File: src/rtl/disp_pkg.sv
// rtl/disp_pkg.sv - shared widths and digit-select helper for the display scanner
package disp_pkg;
    localparam int NUM_DIGITS = 4;
    localparam int DIGIT_W    = 4;
    localparam int SEL_W      = 2;
    localparam int DISP_W     = NUM_DIGITS * DIGIT_W;

    // Nibble of the selected digit; digit 0 is the rightmost (lowest) nibble.
    function automatic logic [DIGIT_W-1:0] digit_sel(input logic [DISP_W-1:0] v,
                                                     input logic [SEL_W-1:0]  sel);
        logic [DIGIT_W-1:0] d;
        d = '0;
        for (int i = 0; i < NUM_DIGITS; i++) begin
            if (sel == SEL_W'(i)) d = v[i*DIGIT_W +: DIGIT_W];
        end
        return d;
    endfunction
endpackage

File: src/rtl/display_scanner_if.sv
// rtl/display_scanner_if.sv - value/load inputs and scan outputs of the display scanner
interface display_scanner_if;
    import disp_pkg::*;

    logic [DISP_W-1:0]     disp_val;
    logic                  disp_load;
    logic [NUM_DIGITS-1:0] blink_mask;
    logic [SEL_W-1:0]      select;
    logic [DIGIT_W-1:0]    digit_val;
    logic                  blank;
    logic                  frame_done;
    logic                  load_ack;

    modport master (
        output disp_val, disp_load, blink_mask,
        input  select, digit_val, blank, frame_done, load_ack
    );

    modport slave (
        input  disp_val, disp_load, blink_mask,
        output select, digit_val, blank, frame_done, load_ack
    );
endinterface

File: src/rtl/tick_gen.sv
// rtl/tick_gen.sv - enabled modulo-N counter emitting a one-cycle tick on its last count
module tick_gen #(
    parameter int N = 2
) (
    input  logic clk,
    input  logic rst_n,
    input  logic en,
    output logic tick
);
    localparam int W = (N > 1) ? $clog2(N) : 1;

    logic [W-1:0] cnt;

    assign tick = en && (cnt == W'(N - 1));

    always_ff @(posedge clk or negedge rst_n) begin
        if (!rst_n) begin
            cnt <= '0;
        end else if (en) begin
            cnt <= tick ? '0 : cnt + 1'b1;
        end
    end
endmodule

File: src/rtl/display_scanner.sv
// rtl/display_scanner.sv - 4-digit scan mux with frame-aligned double buffering
// Optional blinking is built only when DISP_BLINK_EN is defined.
module display_scanner
    import disp_pkg::*;
#(
    parameter int REFRESH_DIV = 50000,
    parameter int BLINK_DIV   = 250
) (
    input  logic              src_clk,
    input  logic              src_rst_n,
    display_scanner_if.slave  bus
);
    logic              tick;
    logic              frame_bnd;
    logic [SEL_W-1:0]  select;
    logic [DISP_W-1:0] shadow;
    logic [DISP_W-1:0] pending;
    logic              pending_vld;
    logic              frame_done;
    logic              load_ack;

    tick_gen #(.N(REFRESH_DIV)) u_refresh (
        .clk   (src_clk),
        .rst_n (src_rst_n),
        .en    (1'b1),
        .tick  (tick)
    );

    assign frame_bnd = tick && (select == SEL_W'(NUM_DIGITS - 1));

    always_ff @(posedge src_clk or negedge src_rst_n) begin
        if (!src_rst_n) begin
            select      <= '0;
            shadow      <= '0;
            pending     <= '0;
            pending_vld <= 1'b0;
            frame_done  <= 1'b0;
            load_ack    <= 1'b0;
        end else begin
            frame_done <= frame_bnd;
            load_ack   <= frame_bnd && (pending_vld || bus.disp_load);
            if (tick) select <= select + 1'b1;
            if (bus.disp_load) pending <= bus.disp_val;
            // A load landing on the boundary itself goes straight to the shadow.
            if (frame_bnd) begin
                if (bus.disp_load)    shadow <= bus.disp_val;
                else if (pending_vld) shadow <= pending;
                pending_vld <= 1'b0;
            end else if (bus.disp_load) begin
                pending_vld <= 1'b1;
            end
        end
    end

    assign bus.select     = select;
    assign bus.digit_val  = digit_sel(shadow, select);
    assign bus.frame_done = frame_done;
    assign bus.load_ack   = load_ack;

`ifdef DISP_BLINK_EN
    logic blink_wrap;
    logic blink_phase;

    tick_gen #(.N(BLINK_DIV)) u_blink (
        .clk   (src_clk),
        .rst_n (src_rst_n),
        .en    (frame_done),
        .tick  (blink_wrap)
    );

    always_ff @(posedge src_clk or negedge src_rst_n) begin
        if (!src_rst_n)      blink_phase <= 1'b0;
        else if (blink_wrap) blink_phase <= ~blink_phase;
    end

    assign bus.blank = blink_phase & bus.blink_mask[select];
`else
    logic unused_blink_mask;
    assign unused_blink_mask = ^bus.blink_mask;
    assign bus.blank         = 1'b0;
`endif
endmodule

File: src/flat_wrapper.sv
// flat-port wrapper written by rule: the top's interface ports become plain ports
module display_scanner_flat import disp_pkg::*;
#(
    parameter int REFRESH_DIV = 50000,
    parameter int BLINK_DIV   = 250
)
  (src_clk, src_rst_n, bus_disp_val, bus_disp_load, bus_blink_mask, bus_select, bus_digit_val, bus_blank, bus_frame_done, bus_load_ack);
  display_scanner_if bus_i ();
  input  logic src_clk;
  input  logic src_rst_n;
  input wire logic [$bits(bus_i.disp_val)-1:0] bus_disp_val;
  input wire logic [$bits(bus_i.disp_load)-1:0] bus_disp_load;
  input wire logic [$bits(bus_i.blink_mask)-1:0] bus_blink_mask;
  output wire logic [$bits(bus_i.select)-1:0] bus_select;
  output wire logic [$bits(bus_i.digit_val)-1:0] bus_digit_val;
  output wire logic [$bits(bus_i.blank)-1:0] bus_blank;
  output wire logic [$bits(bus_i.frame_done)-1:0] bus_frame_done;
  output wire logic [$bits(bus_i.load_ack)-1:0] bus_load_ack;
  assign bus_i.disp_val = bus_disp_val;
  assign bus_i.disp_load = bus_disp_load;
  assign bus_i.blink_mask = bus_blink_mask;
  assign bus_select = bus_i.select;
  assign bus_digit_val = bus_i.digit_val;
  assign bus_blank = bus_i.blank;
  assign bus_frame_done = bus_i.frame_done;
  assign bus_load_ack = bus_i.load_ack;
  display_scanner #(.REFRESH_DIV(REFRESH_DIV), .BLINK_DIV(BLINK_DIV)) u_core (.src_clk(src_clk), .src_rst_n(src_rst_n), .bus(bus_i));
endmodule
File: config.mk
export PLATFORM = sky130hd
export DESIGN_NAME = display_scanner_flat
export DESIGN_NICKNAME = d
export VERILOG_FILES = /design/src/rtl/disp_pkg.sv /design/src/rtl/display_scanner_if.sv /design/src/rtl/tick_gen.sv /design/src/rtl/display_scanner.sv /design/src/flat_wrapper.sv
export SDC_FILE = /design/constraint.sdc
export NUM_CORES = 1
export LEC_CHECK = 0
export CAP_MARGIN = 30
export CORE_MARGIN = 2
export CORE_UTILIZATION = 54
export CTS_BUF_LIST = sky130_fd_sc_hd__clkbuf_16
export CTS_CLUSTER_DIAMETER = 30
export DETAILED_ROUTE_END_ITERATION = 8
export GPL_TIMING_DRIVEN = 0
export HOLD_SLACK_MARGIN = 0.15
export PLACE_DENSITY_LB_ADDON = 0.12
export SLEW_MARGIN = 20
export SYNTH_ARGS = -nofsm -noshare
export SYNTH_HDL_FRONTEND = slang
export SYNTH_SLANG_ARGS = --single-unit
File: constraint.sdc
create_clock -name src_clk -period 3.12 [get_ports src_clk]
set_clock_uncertainty 0.2 [all_clocks]
set_input_delay 0.624 -clock src_clk [delete_from_list [all_inputs] [get_ports src_clk]]
set_output_delay 0.624 -clock src_clk [all_outputs]
set_load 0.02 [all_outputs]
==> out/metrics.cfg, run 1 <==
[placed_design]
dpl.hpwl_um=2921
dp_slack_ns=0.3324
dp_cells=255
gp_congestion=0.8329
port-buffer-count=25

[logic_synthesis]
yosysSeqAreaShare_pct=56.05
synthMuxAreaShare_pct=17.98
yosysTopAreaCellShare_pct=56.05
synthesis.nets=205
ys_warn_count=0
synth_xor_area_share_pct=4.812
syn_area_sq_mm=0.002366
synthAdderAreaFrac_pct=2.644
yosysTopAreaCell=dfrtp_1
dominantRegCellSynth=dfrtp_1
syn_avg_cell_area_sq_um=13.37
synth-simple-area-share_pct=12.43
ys_seq_elements=53
ys_async_sr_fraction_pct=100.0
synth.area.top_cells=dfrtp_1 56%, mux2_2 11%, mux2_4 5.7%
synth_edf_count=0
yosys.cell_types.count=31
synth_cells=177
synth_top_family_by_area=multiplexers
synth_compound_area_share_pct=2.697

[final_layout]
final_util_pct=66.35
syn2layout_area_growth_pct=20.41
drive_above_1_share_pct=22.27
nFillCells=315
mostFrequentLayoutCells=53 x dfrtp_1, 24 x mux2_2, 20 x clkdlybuf4s50_1
multiInputGateArea_sq_um=963.4
final_common_cell=dfrtp_1
register_area_sq_mm=0.001326
final_nets=239
antennaDiodeCount=0
final_cells=263

[clock_network]
cts_setup_buffers=0
clock_sinks=53
cts_root_buf=clkbuf_16
htreeDepth=2
cts.clk_slew.worst_paths_ns=0.06
numCtsBuffers=5
clk_latency_ns=0.28
cts_tree=done
cts_buffer_depth=2

[setup_path]
crit_start=u_core.bus.select[1]
critical_path_required_ns=2.30
worstPathMaxFanout=6
critPathCaptureType=output port
arrival_ns=1.86
startpoint_type=register
r2r-start=u_core.bus.select[0]
path_class=register to output port

[pwr]
leakage_nw=1.401
irDropWorstVdd_mv=0.2994
finalPower_mw=1.326
power.density_mw_per_mm2=465.4

[die]
die-area_sq_mm=0.004927
die_w_um=70.20
core-area_sq_mm=0.004294
die_h_um=70.20
rows=24
initial_core_util_pct=55.10
num_io_pins=32

[sta]
hold_viol_final=0
rsz0062_at_grt=no
max-slew-margin-rel_pct=57.89
timing.final.crit_share_pct=86.17
max_clock_freq_mhz=372.0
finalSetupViolations=0
drv_slew=0
setup_slack_ns=0.4316
worst_slew_pin_slew_ns=0.6317
min_period_ns=2.688

[drt]
vias_per_cell=5.479
remaining_drc_errors=0
drtAntennaViolNets=0
finalWirelength_um=4107
avgRoutedWirePerCell_um=15.62
drtPass1Iterations=4
drtIter0Drc=96
num_vias=1441

[global_routing]
grt_pass1_wl_um=7307
track_usage_pct=19.12
grt_max_degree=31
grt_overflow=0
antenna_found_initial=0
grt_pass1_vias=1579

[job]
max_cap_violations=0

[min_path]
holdCritPathClass=register to register
min_from=u_core.u_refresh.cnt[15]

[status]
status=finished clean

## kinds of logic after synthesis
family          Yosys count
xor+xnor                 13
simple gates             48
compound gates            9
mux                      35
other cells               1
fa+ha+maj                 5
buf+inv                  13
flops                    53
## worst max-delay path, cell delays in order (launching register included)
cell and delay, ns:
dfrtp_1 0.42, inv_1 0.08, ha_1 0.25, nor2b_1 0.23
a221oi_1 0.14, o31ai_1 0.20, dlymetal6s2s_1 0.25
## through the flow
step	TNS (ns)	hold WS [ns]	area (sq um)
2_1_floorplan	0	0.1284	2366
3_3_place_gp	-10.09	0.2575	2681
3_5_place_dp	0	0.2612	2696
4_1_cts	0	0.2801	2839
5_1_grt	0	0.3111	2849
6_report	0	0.2767	2849
## where the power goes
part	internal [mW]	switching (mW)	leakage, nW
combinational	0.0543	0.0393	0.657
clock	0.287	0.220	0.0685
sequential	0.715	0.00943	0.676
## cell type report
cell class	count	share of cell area, %
Tap cell	52	2.284
Inverter	6	0.7905
Clock buffer	5	4.392
Timing Repair Buffer	27	10.01
Multi-Input combinational cell	111	33.82
Sequential cell	53	46.55
Clock inverter	2	0.2635
Buffer	7	1.888
## per-layer routing
layer | routed length, um | track usage [%]
met1 | 1681 | 22.70
met2 | 2230 | 33.65
met3 | 164 | 6.061
met4 | 31 | 4.915
met5 | 0 | 0
## flip-flops by register name, summed over array words and instances (netlist names)
name and count:
u_core.bus.frame_done 1, u_core.bus.select 2, u_core.pending_vld 1, u_core.bus.load_ack 1, u_core.u_refresh.cnt 16, u_core.pending 16, u_core.shadow 16
## repair_timing
action,in CTS,in global routing
hold endpoints to repair,23,0
endpoints found under the setup margin,0,4
gates resized for setup,0,4
hold buffers,1,0
## cell usage after synthesis, types with 3 or more instances
| cell type | number |
|---|---|
| nor2b_1 | 5 |
| o31ai_1 | 3 |
| nand4_1 | 5 |
| a221oi_1 | 3 |
| ha_1 | 5 |
| mux2_2 | 24 |
| nor2_1 | 8 |
| mux2_4 | 9 |
| nand3_1 | 4 |
| inv_1 | 6 |
| xnor2_1 | 8 |
| dfrtp_1 | 53 |
| nand2_1 | 11 |
| xor2_1 | 5 |
| and2_1 | 6 |
## final timing paths
kind	end	slack (ns)	cells past startpoint
setup / recovery	bus_digit_val[0]	0.43	6
hold / removal	u_core.u_refresh.cnt[15]	0.28	1
setup reg to reg	u_core.shadow[8]	0.74	7
hold reg to reg	u_core.u_refresh.cnt[15]	0.28	1
max in group asynchronous	u_core.shadow[6]	1.51	3
min in group asynchronous	u_core.pending[9]	0.66	2
Note: power is estimated with default switching activity, not from simulation.
==> run 2, diff against run 1 <==
--- a/config.mk
+++ b/config.mk
@@ -13,7 +13,8 @@
 export DETAILED_ROUTE_END_ITERATION = 8
 export GPL_TIMING_DRIVEN = 0
 export HOLD_SLACK_MARGIN = 0.15
-export PLACE_DENSITY_LB_ADDON = 0.12
+export PLACE_DENSITY = 0.86
+export SKIP_LAST_GASP = 1
 export SLEW_MARGIN = 20
 export SYNTH_ARGS = -nofsm -noshare
 export SYNTH_HDL_FRONTEND = slang
==> out/metrics.cfg, run 2 (synthesis gave the netlist of run 1 again) <==
[drt]
vias_per_cell=5.317  ; -3.0%
avgRoutedWirePerCell_um=15.20  ; -2.7%
finalWirelength_um=3982  ; -3.0%
num_vias=1393  ; -3.3%
drtAntennaViolNets=0  ; unchanged
drtPass1Iterations=4  ; unchanged
remaining_drc_errors=0  ; unchanged
drtIter0Drc=129  ; +34%

[setup_path]
r2r-start=u_core.bus.select[0]
path_class=register to output port
critPathCaptureType=output port
reg2regPathDepth=7  ; unchanged
critical_path_required_ns=2.30  ; about the same
endpoint=bus_digit_val[0]
r2r_end=u_core.shadow[5]
crit_start=u_core.bus.select[0]
startpoint_type=register
cp_cell_sequence=inv_1, ha_1, nor2b_1, a221oi_1, o31ai_1, dlygate4sd2_1
cpMaxStageDelayCell=dfrtp_1
worstPathMaxFanout=5  ; -1
r2r_slack_ns=0.71  ; -0.03 ns
slowest_delay_ns=0.46  ; +0.04 ns
arrival_ns=2.05  ; +0.19 ns

[sta]
max-slew-margin-rel_pct=56.85  ; -1.0 points
max_clock_freq_mhz=347.5  ; -6.6%
drv_slew=0  ; unchanged
finalSetupViolations=0  ; unchanged
hold_viol_final=0  ; unchanged
timing.final.crit_share_pct=92.24  ; +6.1 points
rsz0062_at_grt=no
worst_slew_pin_slew_ns=0.6473  ; +0.01560 ns
min_period_ns=2.878  ; +0.1894 ns

[status]
status=finished clean

[final_layout]
mostFrequentLayoutCells=53 x dfrtp_1, 24 x mux2_2, 20 x clkdlybuf4s50_1
top_regs=u_core.pending: 16 flops, u_core.shadow: 16 flops, u_core.u_refresh.cnt: 16 flops
drive_above_1_share_pct=22.86  ; +0.58 points
final_common_cell=dfrtp_1
final_nets=237  ; -0.84%
antennaDiodeCount=0  ; unchanged
final_util_pct=65.76  ; -0.58 points
syn2layout_area_growth_pct=19.35

[die]
initial_core_util_pct=55.10  ; unchanged
rows=24  ; unchanged
core-area_sq_mm=0.004294  ; unchanged
die-area_sq_mm=0.004927  ; unchanged
die_h_um=70.20  ; unchanged
die_w_um=70.20  ; unchanged
num_io_pins=32  ; unchanged

[clock_network]
clock_sinks=53  ; unchanged
cts.clk_slew.worst_paths_ns=0.07  ; about the same
clk_latency_ns=0.29  ; about the same
hold_buffers=0  ; -1
htreeDepth=2  ; unchanged
cts_root_buf=clkbuf_16
cts_buffer_depth=2  ; unchanged
numCtsBuffers=5  ; unchanged
cts_tree=done

[pwr]
finalPower_mw=1.338  ; +0.89%
power.density_mw_per_mm2=473.7  ; +1.8%
leakage_nw=1.382  ; -1.3%
irDropWorstVdd_mv=0.2342  ; -22%

[min_path]
holdCritPathClass=primary input to async pin

[global_routing]
grt_max_degree=54  ; +74%
antenna_found_initial=0  ; unchanged
track_usage_pct=18.52  ; -0.60 points
grt_pass1_wl_um=6955  ; -4.8%
grt_overflow=0  ; unchanged
grt_pass1_vias=1438  ; -8.9%

[placed_design]
dpl.hpwl_um=2682  ; -8.2%
port-buffer-count=25  ; unchanged
gp_congestion=0.8186  ; -1.7%

[job]
max_cap_violations=0  ; unchanged

[run 2: changes by cell type in the layout (fill, tap and decap cells not counted), sizes merged]
cell	change
dlymetal6s2s	-1
clkinv	+1
dlygate4sd3	-1
buf	-1
dlygate4sd2	+1
[run 2: cell type report]
type | instances | area, sq um
sequential | 53 | 1326
buffer | 7 | 53.80
clock inverter | 3 | 13.76
tap | 52 | 65.06
clock buffer | 5 | 125.1
fill | 350 | 1470
timing repair buffer | 25 | 254.0
inverter | 6 | 22.52
multi-input combinational | 111 | 963.4
[run 2: stage by stage]
step           area (sq um)  setup TNS (ns)  hold WS [ns]  setup slack [ns]  cells
2_1_floorplan          2366               0        0.1284            0.6639    177
3_3_place_gp           2681          -14.09        0.2545           -0.2677    254
3_5_place_dp           2679               0        0.2586            0.3121    254
4_1_cts                2816               0        0.1900          0.001769    262
5_1_grt                2824               0        0.2254            0.1572    262
6_report               2824               0        0.1596            0.2422    262
[run 2: how the worst min path moves through the flow]
| stage | slack, ns | to |
|---|---|---|
| floorplan | 0.13 | u_core.bus.frame_done |
| global placement | 0.25 | u_core.pending_vld |
| detailed placement | 0.26 | u_core.pending_vld |
| CTS | 0.19 | u_core.shadow[12] |
| global route | 0.23 | u_core.shadow[12] |
| finish | 0.16 | u_core.shadow[12] |
[run 2: what timing repair did]
item                       CTS  global route
setup endpoints to repair    1             3
resized for setup            1             3
buffers inserted             0             0
[run 2: worst max-delay path: cells and delay by family (launching register included)]
| family | cells | cell delay, ns |
|---|---|---|
| AO/OA/AOI/OAI | 2 | 0.49 |
| adder cells (fa/ha/maj) | 1 | 0.22 |
| buffers and inverters | 2 | 0.44 |
| flip-flops | 1 | 0.46 |
| AND/OR/NAND/NOR | 1 | 0.16 |
[run 2: power breakdown]
group	total [mW]	internal, mW	switching, mW	leakage [nW]
Clock	0.524	0.292	0.232	0.0748
Combinational	0.0896	0.0511	0.0385	0.631
Sequential	0.725	0.715	0.00934	0.676
Total	1.34	1.06	0.280	1.38
[run 2: layer usage]
layer / vias up / global-route usage (%) / share of wire (%)
met5: - / 0 / 0
met2: 30 / 28.68 / 49
met1: 686 / 25.71 / 45
li1: 670 / - / -
met4: 0 / 6.410 / 1.4
met3: 7 / 4.618 / 4.5
